[src/rtl/arm_mc_controller.sv]
// Multicycle ARM control unit: instruction decode, condition flags and the
// per-state datapath enables/selects for DP, LDR/STR, B and BL.
module arm_mc_controller (
    input  logic        clk,
    input  logic        reset,
    input  logic [19:0] Instr,
    input  logic [3:0]  ALUFlags,
    output logic        PCWrite,
    output logic        MemWrite,
    output logic        RegWrite,
    output logic        IRWrite,
    output logic        AdrSrc,
    output logic        ALUSrcA,
    output logic [1:0]  ALUSrcB,
    output logic [1:0]  ALUControl,
    output logic [1:0]  ResultSrc,
    output logic [1:0]  ImmSrc,
    output logic [1:0]  RegSrc,
    output logic        LinkWrite
);

    typedef enum logic [3:0] {
        S_FETCH, S_DECODE, S_MEMADR, S_MEMRD, S_MEMWB, S_MEMWR,
        S_EXECR, S_EXECI, S_ALUWB, S_LINK, S_BRANCH
    } state_t;

    state_t     state, state_next, state_eff;
    logic [3:0] cond, rd, flags;
    logic [1:0] op;
    logic [5:0] funct;
    logic       cond_ex, cond_ex_live, cond_q;
    logic       cmd_ok, cmd_arith;
    logic [1:0] cmd_alu;
    logic       unused_rn;

    assign cond      = Instr[19:16];
    assign op        = Instr[15:14];
    assign funct     = Instr[13:8];
    assign rd        = Instr[3:0];
    assign unused_rn = ^Instr[7:4];

    assign ImmSrc = op;
    assign RegSrc = (op == 2'b10) ? 2'b01 : (op == 2'b01) ? 2'b10 : 2'b00;

    always_comb begin
        cmd_ok    = 1'b1;
        cmd_arith = 1'b0;
        cmd_alu   = 2'b00;
        unique case (funct[4:1])
            4'b0100: begin cmd_alu = 2'b00; cmd_arith = 1'b1; end
            4'b0010: begin cmd_alu = 2'b01; cmd_arith = 1'b1; end
            4'b0000: cmd_alu = 2'b10;
            4'b1100: cmd_alu = 2'b11;
            default: cmd_ok = 1'b0;
        endcase
    end

    // flags = {N,Z,C,V}
    always_comb begin
        unique case (cond)
            4'b0000: cond_ex_live = flags[2];
            4'b0001: cond_ex_live = ~flags[2];
            4'b0010: cond_ex_live = flags[1];
            4'b0011: cond_ex_live = ~flags[1];
            4'b0100: cond_ex_live = flags[3];
            4'b0101: cond_ex_live = ~flags[3];
            4'b0110: cond_ex_live = flags[0];
            4'b0111: cond_ex_live = ~flags[0];
            4'b1000: cond_ex_live = flags[1] & ~flags[2];
            4'b1001: cond_ex_live = ~flags[1] | flags[2];
            4'b1010: cond_ex_live = (flags[3] == flags[0]);
            4'b1011: cond_ex_live = (flags[3] != flags[0]);
            4'b1100: cond_ex_live = ~flags[2] & (flags[3] == flags[0]);
            4'b1101: cond_ex_live = flags[2] | (flags[3] != flags[0]);
            4'b1110: cond_ex_live = 1'b1;
            default: cond_ex_live = 1'b0;
        endcase
    end

    // ALUWB must judge the condition on the flags that existed before this
    // instruction's own flag write, so it uses the copy captured in EXEC.
    assign cond_ex = (state == S_ALUWB) ? cond_q : cond_ex_live;

    // NOTE: sequential state uses non-blocking assignments so every register
    // samples the pre-edge values, independent of statement order.
    always_ff @(posedge clk) begin
        if (reset) begin
            state  <= S_FETCH;
            flags  <= 4'b0000;
            cond_q <= 1'b0;
        end else begin
            state <= state_next;
            if (state == S_EXECR || state == S_EXECI) begin
                cond_q <= cond_ex_live;
                if (funct[0] && cond_ex_live && cmd_ok) begin
                    if (cmd_arith) flags <= ALUFlags;
                    else           flags[3:2] <= ALUFlags[3:2];
                end
            end
        end
    end

    assign state_eff = reset ? S_FETCH : state;

    // NOTE: every output is given a default before the case so no path
    // leaves a variable unassigned, which would infer a latch.
    always_comb begin
        state_next = S_FETCH;
        PCWrite    = 1'b0;
        MemWrite   = 1'b0;
        RegWrite   = 1'b0;
        IRWrite    = 1'b0;
        LinkWrite  = 1'b0;
        AdrSrc     = 1'b0;
        ALUSrcA    = 1'b0;
        ALUSrcB    = 2'b00;
        ALUControl = 2'b00;
        ResultSrc  = 2'b00;
        unique case (state_eff)
            S_FETCH: begin
                IRWrite    = 1'b1;
                PCWrite    = 1'b1;
                ALUSrcA    = 1'b1;
                ALUSrcB    = 2'b10;
                ResultSrc  = 2'b10;
                state_next = S_DECODE;
            end
            S_DECODE: begin
                ALUSrcA   = 1'b1;
                ALUSrcB   = 2'b10;
                ResultSrc = 2'b10;
                unique case (op)
                    2'b01:   state_next = S_MEMADR;
                    2'b00:   state_next = funct[5] ? S_EXECI : S_EXECR;
                    2'b10:   state_next = funct[4] ? S_LINK : S_BRANCH;
                    default: state_next = S_FETCH;
                endcase
            end
            S_MEMADR: begin
                ALUSrcB    = 2'b01;
                state_next = funct[0] ? S_MEMRD : S_MEMWR;
            end
            S_MEMRD: begin
                AdrSrc     = 1'b1;
                state_next = S_MEMWB;
            end
            S_MEMWB: begin
                ResultSrc = 2'b01;
                RegWrite  = cond_ex;
            end
            S_MEMWR: begin
                AdrSrc   = 1'b1;
                MemWrite = cond_ex;
            end
            S_EXECR, S_EXECI: begin
                ALUSrcB    = (state_eff == S_EXECI) ? 2'b01 : 2'b00;
                ALUControl = cmd_alu;
                state_next = S_ALUWB;
            end
            S_ALUWB: begin
                ALUControl = cmd_alu;
                RegWrite   = cond_ex & cmd_ok;
                PCWrite    = cond_ex & cmd_ok & (rd == 4'd15);
            end
            S_LINK: begin
                ResultSrc  = 2'b11;
                RegWrite   = cond_ex;
                LinkWrite  = 1'b1;
                state_next = S_BRANCH;
            end
            S_BRANCH: begin
                ALUSrcB   = 2'b01;
                ResultSrc = 2'b10;
                PCWrite   = cond_ex;
            end
            default: state_next = S_FETCH;
        endcase
        if (reset) begin
            PCWrite   = 1'b0;
            MemWrite  = 1'b0;
            RegWrite  = 1'b0;
            IRWrite   = 1'b0;
            LinkWrite = 1'b0;
        end
    end

endmodule

[config.mk]
export PLATFORM = sky130hd
export DESIGN_NAME = arm_mc_controller
export DESIGN_NICKNAME = d
export VERILOG_FILES = /design/src/rtl/arm_mc_controller.sv
export SDC_FILE = /design/constraint.sdc
export NUM_CORES = 1
export LEC_CHECK = 0
export CORE_MARGIN = 2
export CORE_UTILIZATION = 38
export CTS_BUF_LIST = sky130_fd_sc_hd__clkbuf_8
export CTS_CLUSTER_SIZE = 8
export DETAILED_ROUTE_END_ITERATION = 8
export PLACE_DENSITY = 0.81
export RECOVER_POWER = 100
export SLEW_MARGIN = 5
export SYNTH_ARGS = -nofsm -noshare
export SYNTH_HDL_FRONTEND = slang
export SYNTH_SLANG_ARGS = --single-unit
[constraint.sdc]
create_clock -name clk -period 1.6 [get_ports clk]
set_clock_uncertainty 0.1 [all_clocks]
set_input_delay 0.24 -clock clk [delete_from_list [all_inputs] [get_ports clk]]
set_output_delay 0.24 -clock clk [all_outputs]
set_load 0.03 [all_outputs]
==> impl_results.md, run 1 <==
* Critical path startpoint category: register
* GR Overflow Total at 0
* Sequential area share after synthesis at 19.2%
* DR top layer: met4
* Vias in the first global route at 1189
* Arrival time at the worst endpoint at a little under 2 ns
* Diodes inserted at 0
* Worst-skew pair later-pin latency at 0.23 ns
* Violated checks: negative setup slack
* Final Wtd Congestion at roughly 0.86
* DR iter-0 viols at a little over 40
* Fin nets at ~220
* Via count at 1190
* Synth Register Bits at 9
* CORE AREA at 0.00228 mm^2
* Count of pins over their slew limit at 0
* Peak VDD IR at 473 uV
* DRC at 0
* M1 wire length at 1390 um
* Row Count at 17
* Mapped Area at 937 um^2
* CTS sink cnt at 9
* Drt first pass iters at 4
* Most common cell after layout, fill and taps aside: buf_4
* Maxcap violations at 0
* Die Ht at 53.7 um
* I/O Pins at 43
* CP required at between 1 and 1.5 ns
* Mean Syn Cell Area at about 7.7 um^2
* Top FF cell, synth: dfxtp_1
* CP Max Fanout at 4
* Most frequent cells in the layout: 31 x buf_4, 22 x buf_6, 14 x clkdlybuf4s50_1
* Metal2 WL at a little over 2000 um
* Clock Path Buffers at 2
* Final core occ at approximately 83%
* Worst path slowest cell: a2111oi_4
* Clk Tree Root Cell: clkbuf_8
* Crit path capture type: output pin
* Placed standard-cell area at 0.00155 mm^2
* Slew headroom at 75.8%
* Clk slew on worst S/H paths at 0.05 ns
* DP HPWL at 2270 um
* Post-synth EDFFs at 0
* CTS Buf Count at 3
* Fin crit period at 2.27 ns
* Setup violators final at 18
* Slew @ Worst Pin at 0.364 ns
* Wire length on met3 at 221 um
* Number of port buffers at 38
* Routed vias/inst at 5.46
* Cells after synthesis at approximately 120
* Initial core utilization at between 40% and 50%
* Global-route wire length before repair at 5580 um
* Total track usage at 26.8%
* Setup ws final at -0.667 ns
* Post-route ant nets at 0
* CTS tree: built
* Kind of critical path: register to output pin
* Largest net degree at the start of global routing at 14
* RSZ-0062 raised after global routing: yes
* F_max at approximately 440 MHz
* Fin crit share at 142%
* Pwr/cell area at 524 mW/mm^2
* Largest stage delay, worst path at ~0.36 ns
* Post-synthesis async set-or-reset flop share at 0%
* Pre-CTS setup slack at -0.921 ns
* Worst hold path type: register to register
* Initial antenna violation count at 0
* Total wire length at 3740 um
* Layout cells sized above 1 at approximately 55%
* Leak at a little under 0.8 nW
* Finished Cell Area at 0.00190 mm^2
* Outcome: complete, but fails checks
* Hold_ws at slightly below 0.4 ns
* Post-Syn Nets at 148
* Wirelength per Cell at 17.2 um
* Synth unique cells at between 40 and 50
* Area Growth Syn to Fin at 103%
* Die Area at 0.00288 mm^2
* YS warnings at 0
* CP Cell Sequence: o41ai_2 -> and4bb_1 -> o32a_4 -> a2111oi_4 -> buf_6
* H-tree levels at 1
* Fin. Hold Viols at 0
* Chip width at 53.7 um
[final timing paths]
kind	cells after the start	to	slack, ns	from
setup reg to reg	6	flags[1]	-0.23	flags[1]
hold reg to reg	1	state[1]	0.39	state[2]
hold / removal	1	state[1]	0.39	state[2]
setup / recovery	5	RegWrite	-0.67	flags[1]
[worst max-delay path: cells and delay by family, from the launching register on]
kind,cells,cell delay (ns)
AND/OR/NAND/NOR,1,0.27
buffers and inverters,1,0.19
AO/OA/AOI/OAI,3,0.90
flip-flops,1,0.34
[cells in the mapped netlist, types with 2 or more instances]
cell type | n | share of area, %
nand3_1 | 2 | 1.1
nor2_1 | 8 | 3.2
and3b_1 | 2 | 1.9
nand3b_1 | 3 | 2.4
nand2b_1 | 11 | 7.3
nor4_1 | 3 | 2.0
o21ai_0 | 4 | 2.1
a21oi_1 | 7 | 3.7
o22ai_1 | 3 | 2.0
or2_2 | 2 | 1.3
nor2b_1 | 6 | 4.0
clkbuf_1 | 7 | 2.8
nand4_1 | 2 | 1.3
and3_1 | 2 | 1.3
nor2_2 | 2 | 1.3
mux2i_1 | 6 | 6.4
xor2_1 | 3 | 2.8
and2_1 | 3 | 2.0
dfxtp_1 | 9 | 19
inv_1 | 5 | 2.0
nor3_1 | 6 | 3.2
xnor2_1 | 5 | 4.7
buf_4 | 3 | 2.4
[stage by stage]
step | instances | total power [mW] | TNS [ns]
after floorplan | 122 | 0.468 | -0.891
after global placement | 205 | 0.617 | -6.61
after detailed placement | 205 | 0.629 | -7.32
after CTS | 213 | 0.947 | -4.03
after global routing | 218 | 1.05 | -5.11
final | 218 | 0.995 | -4.10
[report_power, final]
part	leakage, nW	switching [mW]	internal [mW]
clock	0.0269	0.0836	0.167
sequential	0.0777	0.0147	0.230
combinational	0.673	0.238	0.262
[cell families (layout without fill, tap and decap cells)]
kind of cell	Yosys count	in the layout	synth area share, %
AND/OR/NAND/NOR	59	59	38.5
AO/OA/AOI/OAI	23	23	19.5
buffers and inverters	17	85	8.95
flip-flops	9	9	19.2
XOR/XNOR	8	8	7.48
multiplexers	6	6	6.41
[layer usage]
| metal | track usage [%] | up-vias |
|---|---|---|
| met5 | 0 | - |
| met4 | 11.1 | 0 |
| met3 | 3.06 | 7 |
| met2 | 49.0 | 51 |
| met1 | 31.2 | 564 |
| li1 | - | 568 |
[flip-flops by register name (all words and copies together), names as in the netlist]
signal / cells
flags: 4
state: 4
cond_q: 1
[cell type report]
| type | count | area (um^2) |
|---|---|---|
| timing repair buffer | 76 | 699 |
| fill | 127 | 377 |
| tap | 28 | 35.0 |
| inverter | 5 | 21.3 |
| sequential | 9 | 201 |
| multi-input combinational | 96 | 897 |
| clock inverter | 1 | 3.75 |
| clock buffer | 3 | 41.3 |
[repair_timing]
item | 4_1_cts | 5_1_grt
endpoints found under the setup margin | 18 | 18
hold buffers | 0 | 0
pin swaps | 12 | 14
buffers inserted | 6 | 6
cloned | 0 | 0
resized for setup | 56 | 22
(Power assumes the default switching activity.)
==> run 2: changes to the inputs <==
--- a/config.mk
+++ b/config.mk
@@ -5,7 +5,6 @@
 export SDC_FILE = /design/constraint.sdc
 export NUM_CORES = 1
 export LEC_CHECK = 0
-export CORE_MARGIN = 2
 export CORE_UTILIZATION = 38
 export CTS_BUF_LIST = sky130_fd_sc_hd__clkbuf_8
 export CTS_CLUSTER_SIZE = 8
==> impl_results.md, run 2 (synthesized netlist as in run 1, its figures left out) <==
* Arrival time at the worst endpoint at 1.98 ns (+0.05 ns)
* Combinational Power Share at 51.2% (+0.9 points)
* Register-to-Register Path Depth at 11 (+5)
* FF-to-FF setup slack at -0.64 ns (-0.41 ns)
* DP HPWL at 2280 um (+0.64%)
* Violated checks: negative setup slack
* DR top layer: met4
* Count of pins over their slew limit at 0 (unchanged)
* Total wire length at 3850 um (+2.9%)
* Slew @ Worst Pin at 0.371 ns (+0.00720 ns)
* CP required at 1.26 ns (about the same)
* Setup TNS Final at -6.59 ns (-2.49 ns)
* Worst-skew pair later-pin latency at 0.23 ns (about the same)
* M1 wire length at 1470 um (+5.5%)
* Finished Cell Area at 0.00189 mm^2 (-0.26%)
* Peak VDD IR at 480 uV (+1.5%)
* Slew headroom at 75.4% (-0.48 points)
* Worst hold path type: input port to register
* Leak at 0.781 nW (+0.51%)
* CTS tree: built
* Pwr/cell area at 547 mW/mm^2 (+4.5%)
* Reg2reg start: flags[0]
* Placed standard-cell area at 0.00154 mm^2 (-0.97%)
* GR Overflow Total at 0 (unchanged)
* CTS Buf Count at 3 (unchanged)
* Kind of critical path: register to output pin
* Row Count at 17 (unchanged)
* Number of port buffers at 38 (unchanged)
* Clk slew on worst S/H paths at 0.05 ns (about the same)
* CTS sink cnt at 9 (unchanged)
* Routed vias/inst at 5.63 (+3.2%)
* RSZ-0062 raised after global routing: yes
* DRC at 0 (unchanged)
* Die Ht at 51.7 um (-3.7%)
* Most common cell after layout, fill and taps aside: buf_4
* F_max at 431 MHz (-2.2%)
* Largest regs: flags x4, state x4, cond_q x1
* Clock Path Buffers at 2 (unchanged)
* Diodes inserted at 0 (unchanged)
* FF-to-FF End: flags[0]
* Outcome: complete, but fails checks
* I/O Pins at 43 (unchanged)
* Total track usage at 28.6% (+1.8 points)
* Setup ws final at -0.718 ns (-0.0506 ns)
* Critical path startpoint category: register
* Sequential Power Share at 23.9% (-0.7 points)
* Setup violators final at 18 (unchanged)
* Most frequent cells in the layout: 28 x buf_4, 22 x buf_6, 13 x clkdlybuf4s50_1
* Clk Tree Root Cell: clkbuf_8
* Hold path startpoint: Instr[15]
* Area Growth Syn to Fin at 102%
* CTS Hold Bufs at 0 (unchanged)
* Hold path depth at 2 (+1)
* Chip width at 51.7 um (-3.7%)
* Sw Pwr at 0.356 mW (+5.7%)
* Maxcap violations at 0 (unchanged)
* H-tree levels at 1 (unchanged)
* Largest net degree at the start of global routing at 14 (unchanged)
* CORE AREA at 0.00228 mm^2 (unchanged)
* Metal2 WL at 2120 um (+3.9%)
* Vias in the first global route at 1193 (+0.34%)
* Fillers at 135 (+6.3%)
* Fin. Hold Viols at 0 (unchanged)
* Fin crit period at 2.32 ns (+0.0506 ns)
* Initial core utilization at 41.2% (unchanged)
* Fin nets at 219 (+0.92%)
* Final core occ at 83.2% (-0.22 points)
* Crit path capture type: output pin
* Clock share of power at 24.9% (-0.2 points)
* Hold_ws at 0.285 ns (-0.107 ns)
* Sw Ratio at 34.3% (+0.48 points)
* Final Wtd Congestion at 0.842 (-1.7%)
* Hold Path Sink: state[2]
* Wire length on met3 at 176 um (-20%)
* Layout cells sized above 1 at 53.1% (-1.6 points)
* Initial antenna violation count at 0 (unchanged)
* Final Power at 1.04 mW (+4.2%)
* Post-route ant nets at 0 (unchanged)
* Via count at 1239 (+4.1%)
* Fin crit share at 145% (+3.2 points)
* Cell-internal power at 0.681 mW (+3.5%)
* CP Max Fanout at 4 (unchanged)
* DR iter-0 viols at 44 (+7.3%)
* Wirelength per Cell at 17.5 um (+2.0%)
* Drt first pass iters at 4 (unchanged)
* Die Area at 0.00267 mm^2 (-7.3%)
* Global-route wire length before repair at 5660 um (+1.6%)
-- run 2: critical path, stage by stage, from the launching register on --
cell and delay [ns]:
dfxtp_2 0.37, xor2_1 0.26, o21ai_0 0.12, and4bb_1 0.22
o32a_4 0.22, a2111oi_4 0.33, buf_4 0.22
-- run 2: through the flow --
step,setup slack (ns),instances
2_1_floorplan,-0.370,122
3_3_place_gp,-0.844,203
3_5_place_dp,-0.930,203
4_1_cts,-0.636,216
5_1_grt,-0.786,220
6_report,-0.718,220
-- run 2: per-layer routing --
metal,vias up,track usage (%)
li1,575,-
met1,602,34.1
met2,52,53.0
met3,10,2.63
met4,0,9.01
met5,-,0
-- run 2: layout make-up --
class	count	area, um^2	area share (%)
clock buffers	3	41.3	2.18
flip-flops and latches	9	195	10.3
inverters	5	18.8	0.991
clock inverters	1	3.75	0.198
repair buffers	78	716	37.8
well taps	28	35.0	1.85
multi-input cells	96	885	46.7
-- run 2: power by group through the flow --
stage | logic (mW) | clock network (mW) | registers (mW)
final | 0.531 | 0.258 | 0.247
after global routing | 0.557 | 0.281 | 0.247
after CTS | 0.470 | 0.259 | 0.245
after detailed placement | 0.383 | 0 | 0.246
after global placement | 0.371 | 0 | 0.245
after floorplan | 0.226 | 0 | 0.242
-- run 2: worst max-delay path by stage --
stage                    from        to  slack (ns)
floorplan           Instr[18]  RegWrite       -0.37
global placement    Instr[18]  RegWrite       -0.84
detailed placement  Instr[18]  RegWrite       -0.93
CTS                  flags[3]  RegWrite       -0.64
global route         flags[0]   PCWrite       -0.79
finish               flags[0]  RegWrite       -0.72
-- run 2: what timing repair did --
action	CTS	global route
resized for setup	59	22
pin swaps	14	6
buffers inserted	12	6
endpoints found under the setup margin	18	19
